**src/rtl/sha256_pkg.sv**
```systemverilog
// Shared constants and types for the SHA-256 round datapath.
package sha256_pkg;

    localparam int unsigned WORD_W    = 32;
    localparam int unsigned DEF_TAG_W = 4;

    typedef logic [WORD_W-1:0] word_t;

endpackage

```
**src/rtl/csa_resolve_adder_if.sv**
```systemverilog
// Word handshake bundle between the compressor row, the resolve adder and the round controller.
interface csa_resolve_adder_if import sha256_pkg::*; #(
    parameter int unsigned WIDTH = WORD_W,
    parameter int unsigned TAG_W = DEF_TAG_W
) ();

    logic             in_valid;
    logic             in_ready;
    logic [WIDTH-1:0] in_sum;
    logic [WIDTH-1:0] in_carry;
    logic [TAG_W-1:0] in_tag;
    logic             out_valid;
    logic             out_ready;
    logic [WIDTH-1:0] out_result;
    logic [TAG_W-1:0] out_tag;

    modport master (
        output in_valid, in_sum, in_carry, in_tag, out_ready,
        input  in_ready, out_valid, out_result, out_tag
    );

    modport slave (
        input  in_valid, in_sum, in_carry, in_tag, out_ready,
        output in_ready, out_valid, out_result, out_tag
    );

endinterface

```
**src/rtl/csa_resolve_adder_cpa_slice.sv**
```systemverilog
// Combinational W-bit binary adder slice with carry in and carry out.
module cpa_slice #(
    parameter int unsigned W = 16
) (
    input  logic [W-1:0] a,
    input  logic [W-1:0] b,
    input  logic         cin,
    output logic [W-1:0] sum,
    output logic         cout
);

    logic [W:0] total;

    assign total       = {1'b0, a} + {1'b0, b} + {{W{1'b0}}, cin};
    assign {cout, sum} = total;

endmodule

```
**src/rtl/csa_resolve_adder.sv**
```systemverilog
// Two-stage split-carry adder resolving a sum/carry redundant pair to a binary word.
// Low half is added in stage 1, high half plus the registered mid carry in stage 2.
module csa_resolve_adder import sha256_pkg::*; #(
    parameter int unsigned WIDTH = WORD_W,
    parameter int unsigned TAG_W = DEF_TAG_W
) (
    input logic                clk,
    input logic                rst_n,
    csa_resolve_adder_if.slave bus
);

    localparam int unsigned HALF_W = WIDTH / 2;

    logic [WIDTH-1:0]  carry_eff;
    logic [HALF_W-1:0] lo_sum;
    logic [HALF_W-1:0] hi_sum;
    logic              lo_cout;
    logic              hi_cout;
    logic              unused_bits;

    logic              s1_valid_q;
    logic              s1_cmid_q;
    logic [HALF_W-1:0] s1_lo_q;
    logic [HALF_W-1:0] s1_hi_sum_q;
    logic [HALF_W-1:0] s1_hi_carry_q;
    logic [TAG_W-1:0]  s1_tag_q;

    logic              s2_valid_q;
    logic [WIDTH-1:0]  s2_result_q;
    logic [TAG_W-1:0]  s2_tag_q;

    logic              s1_en;
    logic              s2_en;
    logic              accept;
    logic              s1_adv;

    // Carry bit i weighs 2^(i+1); the top carry bit and the final carry out fall off mod 2^WIDTH.
    assign carry_eff   = {bus.in_carry[WIDTH-2:0], 1'b0};
    assign unused_bits = ^{hi_cout, bus.in_carry[WIDTH-1]};

    assign s2_en  = ~s2_valid_q | bus.out_ready;
    assign s1_en  = ~s1_valid_q | s2_en;
    assign accept = bus.in_valid & s1_en;
    assign s1_adv = s1_valid_q & s2_en;

    cpa_slice #(.W(HALF_W)) u_lo (
        .a    (bus.in_sum[HALF_W-1:0]),
        .b    (carry_eff[HALF_W-1:0]),
        .cin  (1'b0),
        .sum  (lo_sum),
        .cout (lo_cout)
    );

    cpa_slice #(.W(HALF_W)) u_hi (
        .a    (s1_hi_sum_q),
        .b    (s1_hi_carry_q),
        .cin  (s1_cmid_q),
        .sum  (hi_sum),
        .cout (hi_cout)
    );

    always_ff @(posedge clk or negedge rst_n) begin
        if (!rst_n) begin
            s1_valid_q    <= 1'b0;
            s1_cmid_q     <= 1'b0;
            s1_lo_q       <= '0;
            s1_hi_sum_q   <= '0;
            s1_hi_carry_q <= '0;
            s1_tag_q      <= '0;
        end else if (accept) begin
            s1_valid_q    <= 1'b1;
            s1_cmid_q     <= lo_cout;
            s1_lo_q       <= lo_sum;
            s1_hi_sum_q   <= bus.in_sum[WIDTH-1:HALF_W];
            s1_hi_carry_q <= carry_eff[WIDTH-1:HALF_W];
            s1_tag_q      <= bus.in_tag;
        end else if (s1_adv) begin
            s1_valid_q    <= 1'b0;
        end
    end

    always_ff @(posedge clk or negedge rst_n) begin
        if (!rst_n) begin
            s2_valid_q  <= 1'b0;
            s2_result_q <= '0;
            s2_tag_q    <= '0;
        end else if (s1_adv) begin
            s2_valid_q  <= 1'b1;
            s2_result_q <= {hi_sum, s1_lo_q};
            s2_tag_q    <= s1_tag_q;
        end else if (s2_en) begin
            s2_valid_q  <= 1'b0;
        end
    end

    assign bus.in_ready   = s1_en;
    assign bus.out_valid  = s2_valid_q;
    assign bus.out_result = s2_result_q;
    assign bus.out_tag    = s2_tag_q;

endmodule

```
**src/flat_wrapper.sv**
```systemverilog
// flat-port wrapper written by rule: the top's interface ports become plain ports
module csa_resolve_adder_flat import sha256_pkg::*;
#(
    parameter int unsigned WIDTH = WORD_W,
    parameter int unsigned TAG_W = DEF_TAG_W
)
  (clk, rst_n, bus_in_valid, bus_in_sum, bus_in_carry, bus_in_tag, bus_out_ready, bus_in_ready, bus_out_valid, bus_out_result, bus_out_tag);
  csa_resolve_adder_if #(.WIDTH(WIDTH), .TAG_W(TAG_W)) bus_i ();
  input logic clk;
  input logic rst_n;
  input wire logic [$bits(bus_i.in_valid)-1:0] bus_in_valid;
  input wire logic [$bits(bus_i.in_sum)-1:0] bus_in_sum;
  input wire logic [$bits(bus_i.in_carry)-1:0] bus_in_carry;
  input wire logic [$bits(bus_i.in_tag)-1:0] bus_in_tag;
  input wire logic [$bits(bus_i.out_ready)-1:0] bus_out_ready;
  output wire logic [$bits(bus_i.in_ready)-1:0] bus_in_ready;
  output wire logic [$bits(bus_i.out_valid)-1:0] bus_out_valid;
  output wire logic [$bits(bus_i.out_result)-1:0] bus_out_result;
  output wire logic [$bits(bus_i.out_tag)-1:0] bus_out_tag;
  assign bus_i.in_valid = bus_in_valid;
  assign bus_i.in_sum = bus_in_sum;
  assign bus_i.in_carry = bus_in_carry;
  assign bus_i.in_tag = bus_in_tag;
  assign bus_i.out_ready = bus_out_ready;
  assign bus_in_ready = bus_i.in_ready;
  assign bus_out_valid = bus_i.out_valid;
  assign bus_out_result = bus_i.out_result;
  assign bus_out_tag = bus_i.out_tag;
  csa_resolve_adder #(.WIDTH(WIDTH), .TAG_W(TAG_W)) u_core (.clk(clk), .rst_n(rst_n), .bus(bus_i));
endmodule
```
**config.mk**
```make
export PLATFORM = sky130hd
export DESIGN_NAME = csa_resolve_adder_flat
export DESIGN_NICKNAME = d
export VERILOG_FILES = /design/src/rtl/sha256_pkg.sv /design/src/rtl/csa_resolve_adder_if.sv /design/src/rtl/csa_resolve_adder_cpa_slice.sv /design/src/rtl/csa_resolve_adder.sv /design/src/flat_wrapper.sv
export SDC_FILE = /design/constraint.sdc
export NUM_CORES = 1
export LEC_CHECK = 0
export BUFFER_PORTS_ARGS = -buffer_cell sky130_fd_sc_hd__buf_4
export CAP_MARGIN = 20
export CELL_PAD_IN_SITES_DETAIL_PLACEMENT = 0
export CELL_PAD_IN_SITES_GLOBAL_PLACEMENT = 1
export CORE_ASPECT_RATIO = 0.75
export CORE_MARGIN = 3
export CORE_UTILIZATION = 38
export DETAILED_ROUTE_END_ITERATION = 10
export PLACE_DENSITY_LB_ADDON = 0.1
export SYNTH_ARGS = -nofsm -noshare
export SYNTH_HDL_FRONTEND = slang
export SYNTH_SLANG_ARGS = --single-unit
```
**constraint.sdc**
```tcl
create_clock -name clk -period 4.77 [get_ports clk]
set_clock_uncertainty 0.15 [all_clocks]
set_input_delay 0.477 -clock clk [delete_from_list [all_inputs] [get_ports clk]]
set_output_delay 0.477 -clock clk [all_outputs]
set_load 0.02 [all_outputs]
```
Word level (Yosys, flattened, before mapping) --
Index checks and enable logic that the tools add are counted.
Storage, ports and cells: input bits 72, word-level logic and storage cells 24, register bits after elaboration 91
Operators by class: reductions and logical operators 2, add/sub/neg operators 3, bitwise logic cells 6, multiplexer cells 4
Operators with widths (count):
- adder 16 x 16 -> 17 bit | 1
- adder 16 x 1 -> 16 bit | 1
- adder 16 bit | 1
- 2-to-1 mux 1 bit | 4
- nonzero test 2 bit | 2
- bitwise AND 1 bit | 2
- NOT 1 bit | 2
- OR 1 bit | 2

Depth between registers and ports, before layout --
depth in word-level cells 5, depth in mapped cells 9, gate-level depth less buffers 9

By module --
A second synthesis with hierarchy kept.
Unflattened totals: cell total of the unflattened synthesis 385, area, all modules 5312.6 µm²
By module, submodules not included:
- csa_resolve_adder | area each 3788.6 µm², instances 1, sequential area each 2277.2 µm², cells each 195
- cpa_slice (u_core.u_lo) | area each 790.8 µm², instances 1, sequential area each 0.0 µm², cells each 101
- cpa_slice (u_core.u_hi) | area each 733.2 µm², instances 1, sequential area each 0.0 µm², cells each 89

Worst setup path after synthesis --
No wires, ideal clock.
path type in2reg, from input port bus_in_carry[0], to register u_core.s1_lo_q[13], data required time 4.496 ns, cell stages on the path 8, buffers on the path 0, arrival time 2.077 ns, path slack 2.419 ns, library setup time 0.124 ns, cell sequence ha_1 -> fa_1 -> a21o_2 -> nand4_2 -> a21oi_2 -> nor3_2 -> o21ai_0 -> a211o_1
Between the ends: longest elaborated chain between the ends 1
RTL lines:
- from (decl) | line flat_wrapper.sv:13 | input wire logic [$bits(bus_i.in_carry)-1:0] bus_in_carry;
- adder 16 x 16 -> 17 bit | line csa_resolve_adder_cpa_slice.sv:14 | assign total = {1'b0, a} + {1'b0, b} + {{W{1'b0}}, cin};
- to (signal assigned) | line csa_resolve_adder.sv:73 | s1_lo_q <= lo_sum;
- to (decl) | line csa_resolve_adder.sv:23 | logic [HALF_W-1:0] s1_lo_q;
Every way passes these cells. A chain may end at the register's enable or synchronous reset.

Final worst setup path --
from register u_core.s1_hi_carry_q[0], to register u_core.s2_result_q[28], in the netlist u_core.bus.out_result[28]
Between the ends: longest elaborated chain between the ends 2
RTL lines:
- from (decl) | line csa_resolve_adder.sv:25 | logic [HALF_W-1:0] s1_hi_carry_q;
- from (signal assigned) | line csa_resolve_adder.sv:75 | s1_hi_carry_q <= carry_eff[WIDTH-1:HALF_W];
- adder 16 bit | line csa_resolve_adder_cpa_slice.sv:14
- adder 16 x 1 -> 16 bit | line csa_resolve_adder_cpa_slice.sv:14
- to (signal assigned) | line csa_resolve_adder.sv:89 | s2_result_q <= {hi_sum, s1_lo_q};
- to (decl) | line csa_resolve_adder.sv:29 | logic [WIDTH-1:0] s2_result_q;
Every way passes these cells.

==> metrics.cfg <==
[place]
port_buffers = 108
place_inst = 809
place_hpwl_um = 8820
gp_congestion = 0.8324
place_ws_ps = 2071

[timing]
finalSetupViolations = 0
layout_setup_ws_ps = 2090
fin_crit_ps = 2680
fmax_mhz = 373.2
holdWs_ps = 13.22
fin_tns_setup_ps = 0
post-route-period-util = 0.5618
rsz0062_at_grt = no
slew_headroom = 0.3600
hold_viol = 0
final_max_slew_viol_count = 0
tightest_slew_ps = 960.0

[grt]
grt_pass1_wl_um = 20550
grt_max_degree = 52
antenna_found_initial = 0
grt_pass1_vias = 4130
grt_use_total = 0.1815
overflow = 0

[synth]
synth-main-ff-cell = dfrtp_1
yosys_warnings = 0
synth_edf_count = 0
synthCells = 555
yosys.cell_types.count = 60
ys_seq_area_frac = 0.4670
mappedNetlistArea_um2 = 4876
synthesis.nets = 659
synth-async-reset-ratio = 1.000
avgSynthCellArea_um2 = 8.785
synth-seq-cells = 91

[worst_setup_path]
cp_data_arrival_time_ps = 2780
path_buf_inv = 1
setup.worst_path.end_class = register
worstSetupPathType = reg -> reg
r2r_slack_ps = 2090
critical_path.cell_chain = fa_1, inv_1, fa_1, nand2b_1, a21oi_1, a211oi_2, o21ai_1, or4_1, o2111ai_1
start_kind = register
crit_top_cell = fa_1
critPathMaxStageDelay_ps = 450
worstPathRequired_ps = 4870
crit_path_top_delay_cell = fa_1
cpLargestDelayFamily = compound AO/OA/AOI/OAI gates
critical_path.max_fanout = 3

[drt]
vias = 4128
drt_iter0_markers = 220
via_per_inst = 5.004
drc = 0
wl_um = 12370
wl_per_cell_um = 14.99
first_pass_iters = 4
antenna_left = 0

[finish]
area_delta_synth_final_pct = 25.17
regArea_um2 = 2277
antenna_cells = 0
nFillCells = 1218
multi_input_area_um2 = 2455
fin_cells = 825
final_util = 0.4925
post_route_cells_drive_above_1_share = 0.2185
nNetsFinal = 758

[clock_network]
numCtsBuffers = 9
postCtsSetupRepairBufs = 0
clkSinkCount = 91
clk-insertion-delay-late_ps = 340
clk_pin_slew_ps = 60
root_buffer = clkbuf_16
hold_buffers = 0
cts_resized = 0
htree_levels = 3
cts_max_path_buffers = 2
cts_tree = yes

[floorplanning]
coreArea_um2 = 12390
die_w_um = 136.8
dieHeight_um = 104.1
start_util = 0.3934
die-area_um2 = 14240
io_pins = 110
rows = 35

[run_status]
status = complete, no violations

[power_and_ir_drop]
leakage_nw = 3.127
power_density_nw_per_um2 = 426.8
ir_drop_mv = 0.1793

[job]
cap_viol_max_count = 0

[worst_hold_path]
min_path_type = in -> async

## where the power goes
| part | internal (mW) | switching (mW) | total (mW) |
|---|---|---|---|
| Sequential | 0.940 | 0.0969 | 1.04 |
| Clock | 0.370 | 0.303 | 0.673 |
| Combinational | 0.377 | 0.519 | 0.896 |
| Total | 1.69 | 0.918 | 2.60 |
## flip-flops by register name (all words and copies together), names as in the netlist
| register | flops |
|---|---|
| u_core.s1_cmid_q | 1 |
| u_core.bus.out_valid | 1 |
| u_core.s1_valid_q | 1 |
| u_core.bus.out_result | 32 |
| u_core.s1_hi_sum_q | 16 |
| u_core.s1_hi_carry_q | 16 |
| u_core.s1_tag_q | 4 |
| u_core.s1_lo_q | 16 |
| u_core.bus.out_tag | 4 |
## final timing paths
check                                       endpoint  cells past startpoint                     from
max in group asynchronous   u_core.bus.out_result[4]                      2                    rst_n
min in group clk             u_core.s1_hi_carry_q[3]                      3         bus_in_carry[18]
hold / removal                 u_core.s1_hi_sum_q[9]                      1                    rst_n
setup / recovery           u_core.bus.out_result[28]                      9  u_core.s1_hi_carry_q[0]
hold reg to reg            u_core.bus.out_result[13]                      2       u_core.s1_lo_q[13]
setup reg to reg           u_core.bus.out_result[28]                      9  u_core.s1_hi_carry_q[0]
## cell type report
type | count | share of cell area
Timing Repair Buffer | 112 | 0.1378
Clock buffer | 11 | 0.03977
Clock inverter | 5 | 0.006355
Inverter | 11 | 0.006765
Tap cell | 166 | 0.03403
Multi-Input combinational cell | 429 | 0.4022
Sequential cell | 91 | 0.3731
## cells by family (layout without fill, tap and decap cells)
family	Yosys count	after routing	synth area share
AO/OA/AOI/OAI	111	111	0.1563
XOR/XNOR	14	14	0.02515
AND/OR/NAND/NOR	270	270	0.2297
multiplexers	2	2	0.004362
adder cells (fa/ha/maj)	32	32	0.08673
flip-flops	91	91	0.4670
buffers and inverters	35	139	0.03079
## stage by stage
| stage | power, mW | cell area [µm²] |
|---|---|---|
| after CTS | 2.644 | 6103 |
| after global placement | 1.936 | 5822 |
| after global routing | 2.789 | 6103 |
| final | 2.605 | 6103 |
| after detailed placement | 1.953 | 5822 |
| after floorplan | 1.599 | 4876 |
## synthesized netlist by cell type (2+ instances only)
library cell | number | area, µm²
fa_1 | 3 | 60.06
nand2_1 | 213 | 799.5
a21oi_2 | 3 | 26.28
a211oi_1 | 3 | 22.52
nor2_1 | 17 | 63.81
clkbuf_1 | 9 | 33.78
or4_1 | 2 | 15.01
and2_1 | 2 | 12.51
inv_1 | 10 | 37.54
a211oi_2 | 2 | 25.02
a21boi_1 | 3 | 22.52
o21bai_1 | 3 | 22.52
a221o_1 | 2 | 20.02
o22ai_1 | 2 | 12.51
a31oi_1 | 4 | 25.02
o31ai_1 | 4 | 30.03
a211o_1 | 3 | 26.28
a21o_1 | 10 | 75.07
nor3_1 | 3 | 15.01
buf_2 | 9 | 45.04
ha_1 | 29 | 362.9
nand2b_1 | 6 | 37.54
xor2_1 | 6 | 52.55
buf_1 | 5 | 18.77
a21oi_1 | 15 | 75.07
o21ai_0 | 18 | 90.09
o2111ai_1 | 3 | 26.28
o21ai_1 | 14 | 70.07
nand4_1 | 5 | 31.28
o211ai_1 | 4 | 30.03
and3_1 | 4 | 25.02
nand3_1 | 8 | 40.04
xnor2_1 | 8 | 70.07
or3_1 | 2 | 12.51
dfrtp_1 | 91 | 2277
o21a_1 | 6 | 45.04
## cells in the final DEF, fill, tap and decap left out, types with 3 or more instances in the layout
cell type	n
nand2_2	3
buf_4	112
o2111ai_1	3
a211o_1	3
ha_1	29
nand2_1	211
o211ai_1	4
a21boi_1	3
o31ai_1	4
and3_1	4
nand4_1	5
a31oi_1	4
nand3_1	8
a21oi_2	3
o21bai_1	3
dfrtp_1	91
nor2_1	17
a21o_1	10
a211oi_1	3
o21ai_0	18
inv_1	10
clkbuf_16	9
nor3_1	3
fa_1	3
o21a_1	6
xnor2_1	8
nand2b_1	6
xor2_1	6
a21oi_1	15
clkinv_4	3
o21ai_1	14
## per-layer routing
layer	track usage	wire (µm)
met2	0.2693	5257
met3	0.03772	724
met4	0.03846	128
met1	0.2734	6254
met5	0	0
Power figures use the tool's default switching activity.
